===== src/rtl/clk_div_pkg.sv =====
// Shared defaults and helpers for the clock divider bank.
package clk_div_pkg;
  localparam int CW_DEF   = 16;
  localparam int HALF_DEF = 8;

  // Width of a channel index; never below one bit.
  function automatic int ch_w(input int n);
    return (n > 1) ? $clog2(n) : 1;
  endfunction
endpackage


===== src/rtl/clk_div_chan.sv =====
// One divider channel: active half-period, shadow divisor, counter and square-wave output.
module clk_div_chan
  import clk_div_pkg::*;
#(
  parameter int CW           = CW_DEF,
  parameter int DEFAULT_HALF = HALF_DEF
) (
  input  logic          clk,
  input  logic          rst,
  input  logic          sync,
  input  logic          we,
  input  logic [CW-1:0] half,
  output logic          clk_out,
  output logic          tick,
  output logic          pending
);
  logic [CW-1:0] h;
  logic [CW-1:0] s;
  logic [CW-1:0] cnt;
  logic          at_end;
  logic          apply;

  // A new divisor lands only on the falling boundary (or at once when disabled),
  // so the wave never shows a truncated phase.
  always_comb begin
    at_end = (h != '0) && (cnt == h - CW'(1));
    apply  = pending && ((h == '0) || (at_end && clk_out));
  end

  always_ff @(posedge clk) begin
    if (rst) begin
      h       <= CW'(DEFAULT_HALF);
      s       <= CW'(DEFAULT_HALF);
      cnt     <= '0;
      clk_out <= 1'b0;
      tick    <= 1'b0;
      pending <= 1'b0;
    end else begin
      if (we) begin
        s       <= half;
        pending <= 1'b1;
      end
      if (sync) begin
        cnt     <= '0;
        clk_out <= 1'b0;
        tick    <= 1'b0;
        if (pending) begin
          h <= s;
          if (!we) pending <= 1'b0;
        end
      end else if (apply) begin
        // Old shadow is used; a same-cycle write stays queued.
        h       <= s;
        cnt     <= '0;
        clk_out <= 1'b0;
        tick    <= 1'b0;
        if (!we) pending <= 1'b0;
      end else if (h == '0) begin
        cnt     <= '0;
        clk_out <= 1'b0;
        tick    <= 1'b0;
      end else if (at_end) begin
        cnt     <= '0;
        clk_out <= ~clk_out;
        tick    <= ~clk_out;
      end else begin
        cnt  <= cnt + CW'(1);
        tick <= 1'b0;
      end
    end
  end
endmodule


===== src/rtl/clk_div_bank.sv =====
// Bank of NCH independent 50%-duty clock dividers sharing one config write port.
module clk_div_bank
  import clk_div_pkg::*;
#(
  parameter int NCH          = 4,
  parameter int CW           = CW_DEF,
  parameter int DEFAULT_HALF = HALF_DEF
) (
  input  logic                   clk,
  input  logic                   rst,
  input  logic                   cfg_we,
  input  logic [ch_w(NCH)-1:0]   cfg_ch,
  input  logic [CW-1:0]          cfg_half,
  input  logic                   sync,
  output logic [NCH-1:0]         clk_out,
  output logic [NCH-1:0]         tick,
  output logic [NCH-1:0]         pending
);
  localparam int CHW = ch_w(NCH);

  // cfg_we is a fire-and-forget strobe with no ready: every accepted write lands
  // on the next edge. Indices at or above NCH match no channel and are dropped.
  logic [NCH-1:0] we_sel;

  always_comb begin
    we_sel = '0;
    for (int i = 0; i < NCH; i++) begin
      we_sel[i] = cfg_we && (cfg_ch == CHW'(i));
    end
  end

  for (genvar i = 0; i < NCH; i++) begin : g_chan
    clk_div_chan #(
      .CW           (CW),
      .DEFAULT_HALF (DEFAULT_HALF)
    ) u_chan (
      .clk     (clk),
      .rst     (rst),
      .sync    (sync),
      .we      (we_sel[i]),
      .half    (cfg_half),
      .clk_out (clk_out[i]),
      .tick    (tick[i]),
      .pending (pending[i])
    );
  end
endmodule

===== config.mk =====
export PLATFORM = sky130hd
export DESIGN_NAME = clk_div_bank
export DESIGN_NICKNAME = d
export VERILOG_FILES = /design/src/rtl/clk_div_pkg.sv /design/src/rtl/clk_div_chan.sv /design/src/rtl/clk_div_bank.sv
export SDC_FILE = /design/constraint.sdc
export NUM_CORES = 1
export LEC_CHECK = 0
export CAP_MARGIN = 40
export CORE_MARGIN = 4
export CORE_UTILIZATION = 35
export CTS_CLUSTER_DIAMETER = 200
export CTS_CLUSTER_SIZE = 12
export DETAILED_ROUTE_END_ITERATION = 6
export PLACE_DENSITY = 0.58
export SYNTH_ARGS = -nofsm -noshare
export SYNTH_HDL_FRONTEND = slang
export SYNTH_HIERARCHICAL = 1
export SYNTH_SLANG_ARGS = --single-unit

===== constraint.sdc =====
create_clock -name clk -period 4.8 [get_ports clk]
set_input_delay 0.48 -clock clk [delete_from_list [all_inputs] [get_ports clk]]
set_output_delay 0.48 -clock clk [all_outputs]
set_load 0.05 [all_outputs]

== Word level (Yosys, flattened, before mapping) ==
Index checks and enable logic that the tools add are counted.
Storage, ports and cells
  input port bits: 22
  logic and storage cells: 132
  output and inout bits: 12
  register bits after elaboration: 204
Operators by class
  multiplexer cells: 32
  reduce and logical (&&, ||, !) cells: 49
  add/sub/neg operators: 8
  eq/ne operators: 11
  bitwise operators: 8
Operator list (count)
  16-bit two-way mux: 12
  16-bit by 1-bit adder with 16-bit output (second input constant): 4
  16-bit == test: 4
  16-bit logical NOT: 4
  16-bit nonzero test: 4
  16-bit by 1-bit subtractor with 16-bit output (second input constant): 4
  5-bit OR reduction: 8
  1-bit two-way mux: 20
  1-bit logical AND: 16
  4-bit OR reduction: 4
  2-bit by 1-bit inequality test with 1-bit output (second input constant): 4
  1-bit NOT: 8
  2-bit AND reduction: 4
  2-bit nonzero test: 4
  2-bit == test (second input constant): 2
  1-bit logical OR: 4
  2-bit by 1-bit == test with 1-bit output (second input constant): 1
  2-bit logical NOT: 1

== Logic depth before layout (Yosys ltp) ==
  word-level depth: 8
  mapped depth: 11
  mapped depth without buffers: 9

== Cells and area by module ==
Netlist, hierarchy kept.
By module, submodules not included
  clk_div_chan at g_chan[0].u_chan ...: area each 2692.6 um^2, cells each 290, times used 3, sequential area each 1021.0 um^2
  clk_div_chan at g_chan[3].u_chan: area each 2523.7 um^2, cells each 281, times used 1, sequential area each 1021.0 um^2
  clk_div_bank: area each 37.5 um^2, cells each 4, times used 1, sequential area each 0.0 um^2

== Worst setup path after synthesis ==
OpenSTA, ideal clock, no wires.
  kind: register to register
  start: register g_chan[3].u_chan.h[0]
  end: register g_chan[3].u_chan.h[10]
  data required time: 4.728 ns
  setup time: 0.072 ns
  setup slack: 2.146 ns
  arrival: 2.583 ns
  clock period less this slack: 2.654 ns
  cell stages (with the launch flop): 11
  buffers on the path: 1
  cell sequence: dfxtp_1 > inv_1 > ha_1 > nor4b_4 > nand3_1 > a2111oi_0 > and4bb_2 > o2111ai_4 > o31ai_4 > buf_8 > mux2i_1
On the way
  cells in the longest elaborated chain, start to end: 8
  elaborated cells on any way between the ends: 10
  those cells by class: 1 x add/sub; 1 x eq/ne; 8 x reduce/logical
RTL lines
  from (decl): line clk_div_chan.sv:17  | logic [CW-1:0] h;
  from (signal assigned): line clk_div_chan.sv:32  | h <= CW'(DEFAULT_HALF);
  from (signal assigned): line clk_div_chan.sv:48  | h <= s;
  from (signal assigned): line clk_div_chan.sv:53  | h <= s;
  16-bit by 1-bit subtractor with 16-bit output: line clk_div_chan.sv:26  | at_end = (h != '0) && (cnt == h - CW'(1));
  16-bit == test: line clk_div_chan.sv:26
  1-bit logical AND: line clk_div_chan.sv:26
  1-bit logical AND: line clk_div_chan.sv:27  | apply = pending && ((h == '0) || (at_end && clk_out));
  1-bit logical OR (*): line clk_div_chan.sv:27
  1-bit logical AND (*): line clk_div_chan.sv:27
  2-bit nonzero test (no line) (*)
  2-bit AND reduction (no line) (*)
Mark *: on every way between the ends. The rest lies on a longest branch, timed or not.
A chain may end at the register's enable or synchronous reset.

== Worst setup path after layout ==
  start: register g_chan[1].u_chan.h[0]
  end: register g_chan[1].u_chan.cnt[4]
On the way
  cells in the longest elaborated chain, start to end: 7
  elaborated cells on any way between the ends: 9
  those cells by class: 1 x add/sub; 1 x eq/ne; 7 x reduce/logical
RTL lines
  from (decl): line clk_div_chan.sv:17
  from (signal assigned): line clk_div_chan.sv:32
  from (signal assigned): line clk_div_chan.sv:48
  from (signal assigned): line clk_div_chan.sv:53
  16-bit by 1-bit subtractor with 16-bit output: line clk_div_chan.sv:26
  16-bit == test: line clk_div_chan.sv:26
  1-bit logical AND: line clk_div_chan.sv:26
  1-bit logical AND: line clk_div_chan.sv:27
  1-bit logical OR: line clk_div_chan.sv:27
  1-bit logical AND: line clk_div_chan.sv:27
  5-bit OR reduction (no line) (*)
  to (signal assigned): line clk_div_chan.sv:67  | cnt <= cnt + CW'(1);
  to (decl): line clk_div_chan.sv:19  | logic [CW-1:0] cnt;
Marked as above.

==> flow_summary.ini <==
[yosys]
avgSynthCellArea_um2 = 9.21
synthFlopType = dfxtp_1
asyncSetResetFlopFracSynth_pct = 0
synthesis.yosys.warnings = 6
synth_xor_area_share_pct = 10.9
postSynthRegisterBits = 204
post_synth_inst_count = 1155
adder_cell_area_share_of_the_yosys_netlist_pct = 0.941
synth.area.mux_share_pct = 12.0
seq_area_frac_synth_pct = 38.4
synthSimpleGateAreaFrac_pct = 26.2
total_standard_cell_area_after_synthesis_um2 = 10600
synth_area_in_compound_gates_pct = 7.56
synth.lib_cells_used.distinct = 65
synth_enable_flop_cells = 0
synth.net_count = 1185
synth_top_family_by_area = simple AND/OR/NAND/NOR gates

[place]
place_inst = 1534
dp.final_hpwl_mm = 15.8
preCtsSetupSlack_ns = 1.49
gp_routability_congestion = 0.801
io_buffer_count = 33
placed_cell_area_um2 = 11300

[drt]
detail_route.wl_per_cell_um = 14.4
antenna_violating_nets_post_route = 0
drc = 0
num_vias = 7695
dr.first_iter.drc_count = 376
drt-total-wl_mm = 22.5
avgViaCountPerCell = 4.95
drt_pass1_iterations = 5

[power_and_ir_drop]
vdd_ir_drop_max_mv = 0.198
power.net_switching_mw = 0.732
power.density_cell_area_nw_per_um2 = 279
power.sequential.fraction_pct = 52.7
clkPwrFrac_pct = 41.6
share_comb_of_total_power_pct = 5.7
p_leak_nw = 3.87
internal_power_mw = 2.57
swShare_pct = 22.2

[sta]
setup_viol = 0
rsz0062_at_grt = false
max_clock_freq_ghz = 0.305
fin_tns_setup_ns = 0
number_of_hold_violations_in_the_final_report = 0
final_worst_path_period_share_pct = 68.2
drv_slew = 0
worst_pin_slew_ns = 0.878
post-route-worst-setup-slack_ns = 1.53
clock_skew_ns = 0.00662
timing.max_slew.rel_slack_pct = 41.5
finalWorstPathRequiredPeriod_ns = 3.27

[finish]
finish.instance_area_um2 = 11800
multi_input_area_um2 = 6140
final_nets = 1196
drive_above_1_share_pct = 5.58
final.fill_count = 2975
final-seq-area_um2 = 4080
final_common_cell = dfxtp_1
instances_no_fill = 1555
antenna-diode-count = 0
area.growth.synth_to_final_pct = 11.2
final_cell_mix = dfxtp_1, nor2_1, mux2i_1

[floorplanning]
dieArea_um2 = 33200
chip_width_um = 182
initial_standard_cell_utilization_of_the_core_pct = 35.7
fp-row-count = 63
core_area_um2 = 29800
io_pins = 34
die_height_um = 182

[setup_path]
worst-path-max-fanout = 16
cp-end-kind = flip-flop
path_class = reg2reg
crit_slowest_cell = or2_0
worstPathArrival_ns = 3.62
cp.required_ns = 5.14
worst_setup_path_start_kind = flip-flop
path_cells = inv_1, ha_1, nor4b_4, mux2i_1, o22a_1, or3_4, a2111oi_2, or2_0, nor2_1
critPathMaxStageDelay_ns = 0.74

[global_route]
grt_antenna_before_repair = 0
grt_overflow = 0
first_pass_grt_wire_length_mm = 37.8
grt_pass1_vias = 7333
grt_start_max_net_pins = 78
gr-usage-all-layers_pct = 13.5

[cts]
post_cts.repair.setup_buffers = 0
cts_resized = 0
numCtsBuffers = 20
htreeDepth = 1
clock_sinks = 204
cts_buffer_depth = 3
cts_hold_buffers = 0
tritoncts_clock_tree = yes
worstSkewPairLatency_ns = 0.49
clock_tree.root_cell = clkbuf_16
clk_pin_slew_worst_paths_ns = 0.06

[run]
max-cap-violations = 0

[min_path]
timing.hold.worst.class = in2reg

[outcome]
status = completed
==> kinds of logic after synthesis <==
kind of cell	Yosys count
and+or+nand+nor	500
DFF	204
xor gates and xnor gates	132
muxes	128
AOI/OAI and AO/OA	93
buffers and inverters	90
adders and majority gates	8
==> per-layer routing <==
layer / up-vias / track usage [%] / part of all wire, %
met2: 76 / 21.5 / 45
met5: - / 0 / 0
met1: 3613 / 19.2 / 50
li1: 3977 / - / -
met3: 29 / 1.77 / 2.4
met4: 0 / 3.54 / 2.5
==> worst paths after layout <==
kind	startpoint	endpoint	slack, ns	cells past startpoint
setup / recovery	g_chan[1].u_chan/h[0]	g_chan[1].u_chan/cnt[4]	1.53	9
hold / removal	rst	g_chan[1].u_chan/s[9]	0.44	2
setup reg to reg	g_chan[1].u_chan/h[0]	g_chan[1].u_chan/cnt[4]	1.53	9
hold reg to reg	g_chan[3].u_chan/s[1]	g_chan[3].u_chan/h[1]	0.46	2
==> power groups by stage <==
stage	clock network, mW	registers (mW)	logic [mW]
after CTS	1.44	1.74	0.192
final	1.37	1.74	0.189
after detailed placement	0	1.78	0.192
after global routing	1.49	1.74	0.207
after floorplan	0	1.77	0.128
after global placement	0	1.78	0.185
==> synthesized netlist by cell type, types with 6 or more instances <==
cell type	count	area (um^2)
nand2_1	48	180
a31oi_1	6	37.5
nor4_1	9	56.3
and3_1	27	169
or2b_1	6	45.0
a21oi_1	19	95.1
xor2_1	44	385
nor3_1	26	130
ha_1	8	100
xnor2_1	88	771
nor4_4	6	128
nor2b_1	6	37.5
dfxtp_1	204	4080
nand4_1	16	100
nor2_1	170	638
nand2b_1	95	594
inv_1	36	135
mux2i_1	128	1280
o21ai_0	10	50.1
a211o_1	10	87.6
nand3b_1	10	75.1
clkbuf_1	36	135
nand3_1	37	185
==> cell type report <==
class                           count  area share [%]
Multi-Input combinational cell    861            51.9
Sequential cell                   204            34.5
Clock buffer                       21            4.44
Tap cell                          390            4.12
Timing Repair Buffer               43            3.89
Inverter                           36            1.14
==> stage by stage <==
| step | hold WS, ns | power [mW] | util (%) |
|---|---|---|---|
| final | 0.439 | 3.30 | 39.7 |
| after global placement | 0.447 | 1.96 | 37.6 |
| after global routing | 0.454 | 3.44 | 39.7 |
| after detailed placement | 0.454 | 1.97 | 37.9 |
| after floorplan | 0.437 | 1.90 | - |
| after CTS | 0.411 | 3.37 | 39.7 |
==> critical path: cells and delay by family, from the launching register on <==
kind                     cells  cell delay, ns
AO/OA/AOI/OAI                2            0.67
flip-flops                   1            0.39
adder cells (fa/ha/maj)      1            0.23
buffers and inverters        1            0.09
multiplexers                 1            0.14
AND/OR/NAND/NOR              4            1.62
==> flip-flops by register name (all words and copies together), names as in the netlist <==
name,count
g_chan.u_chan/pending,4
g_chan.u_chan/cnt,64
g_chan.u_chan/s,64
g_chan.u_chan/tick,4
g_chan.u_chan/clk_out,4
g_chan.u_chan/h,64
Power figures use the tool's default switching activity.
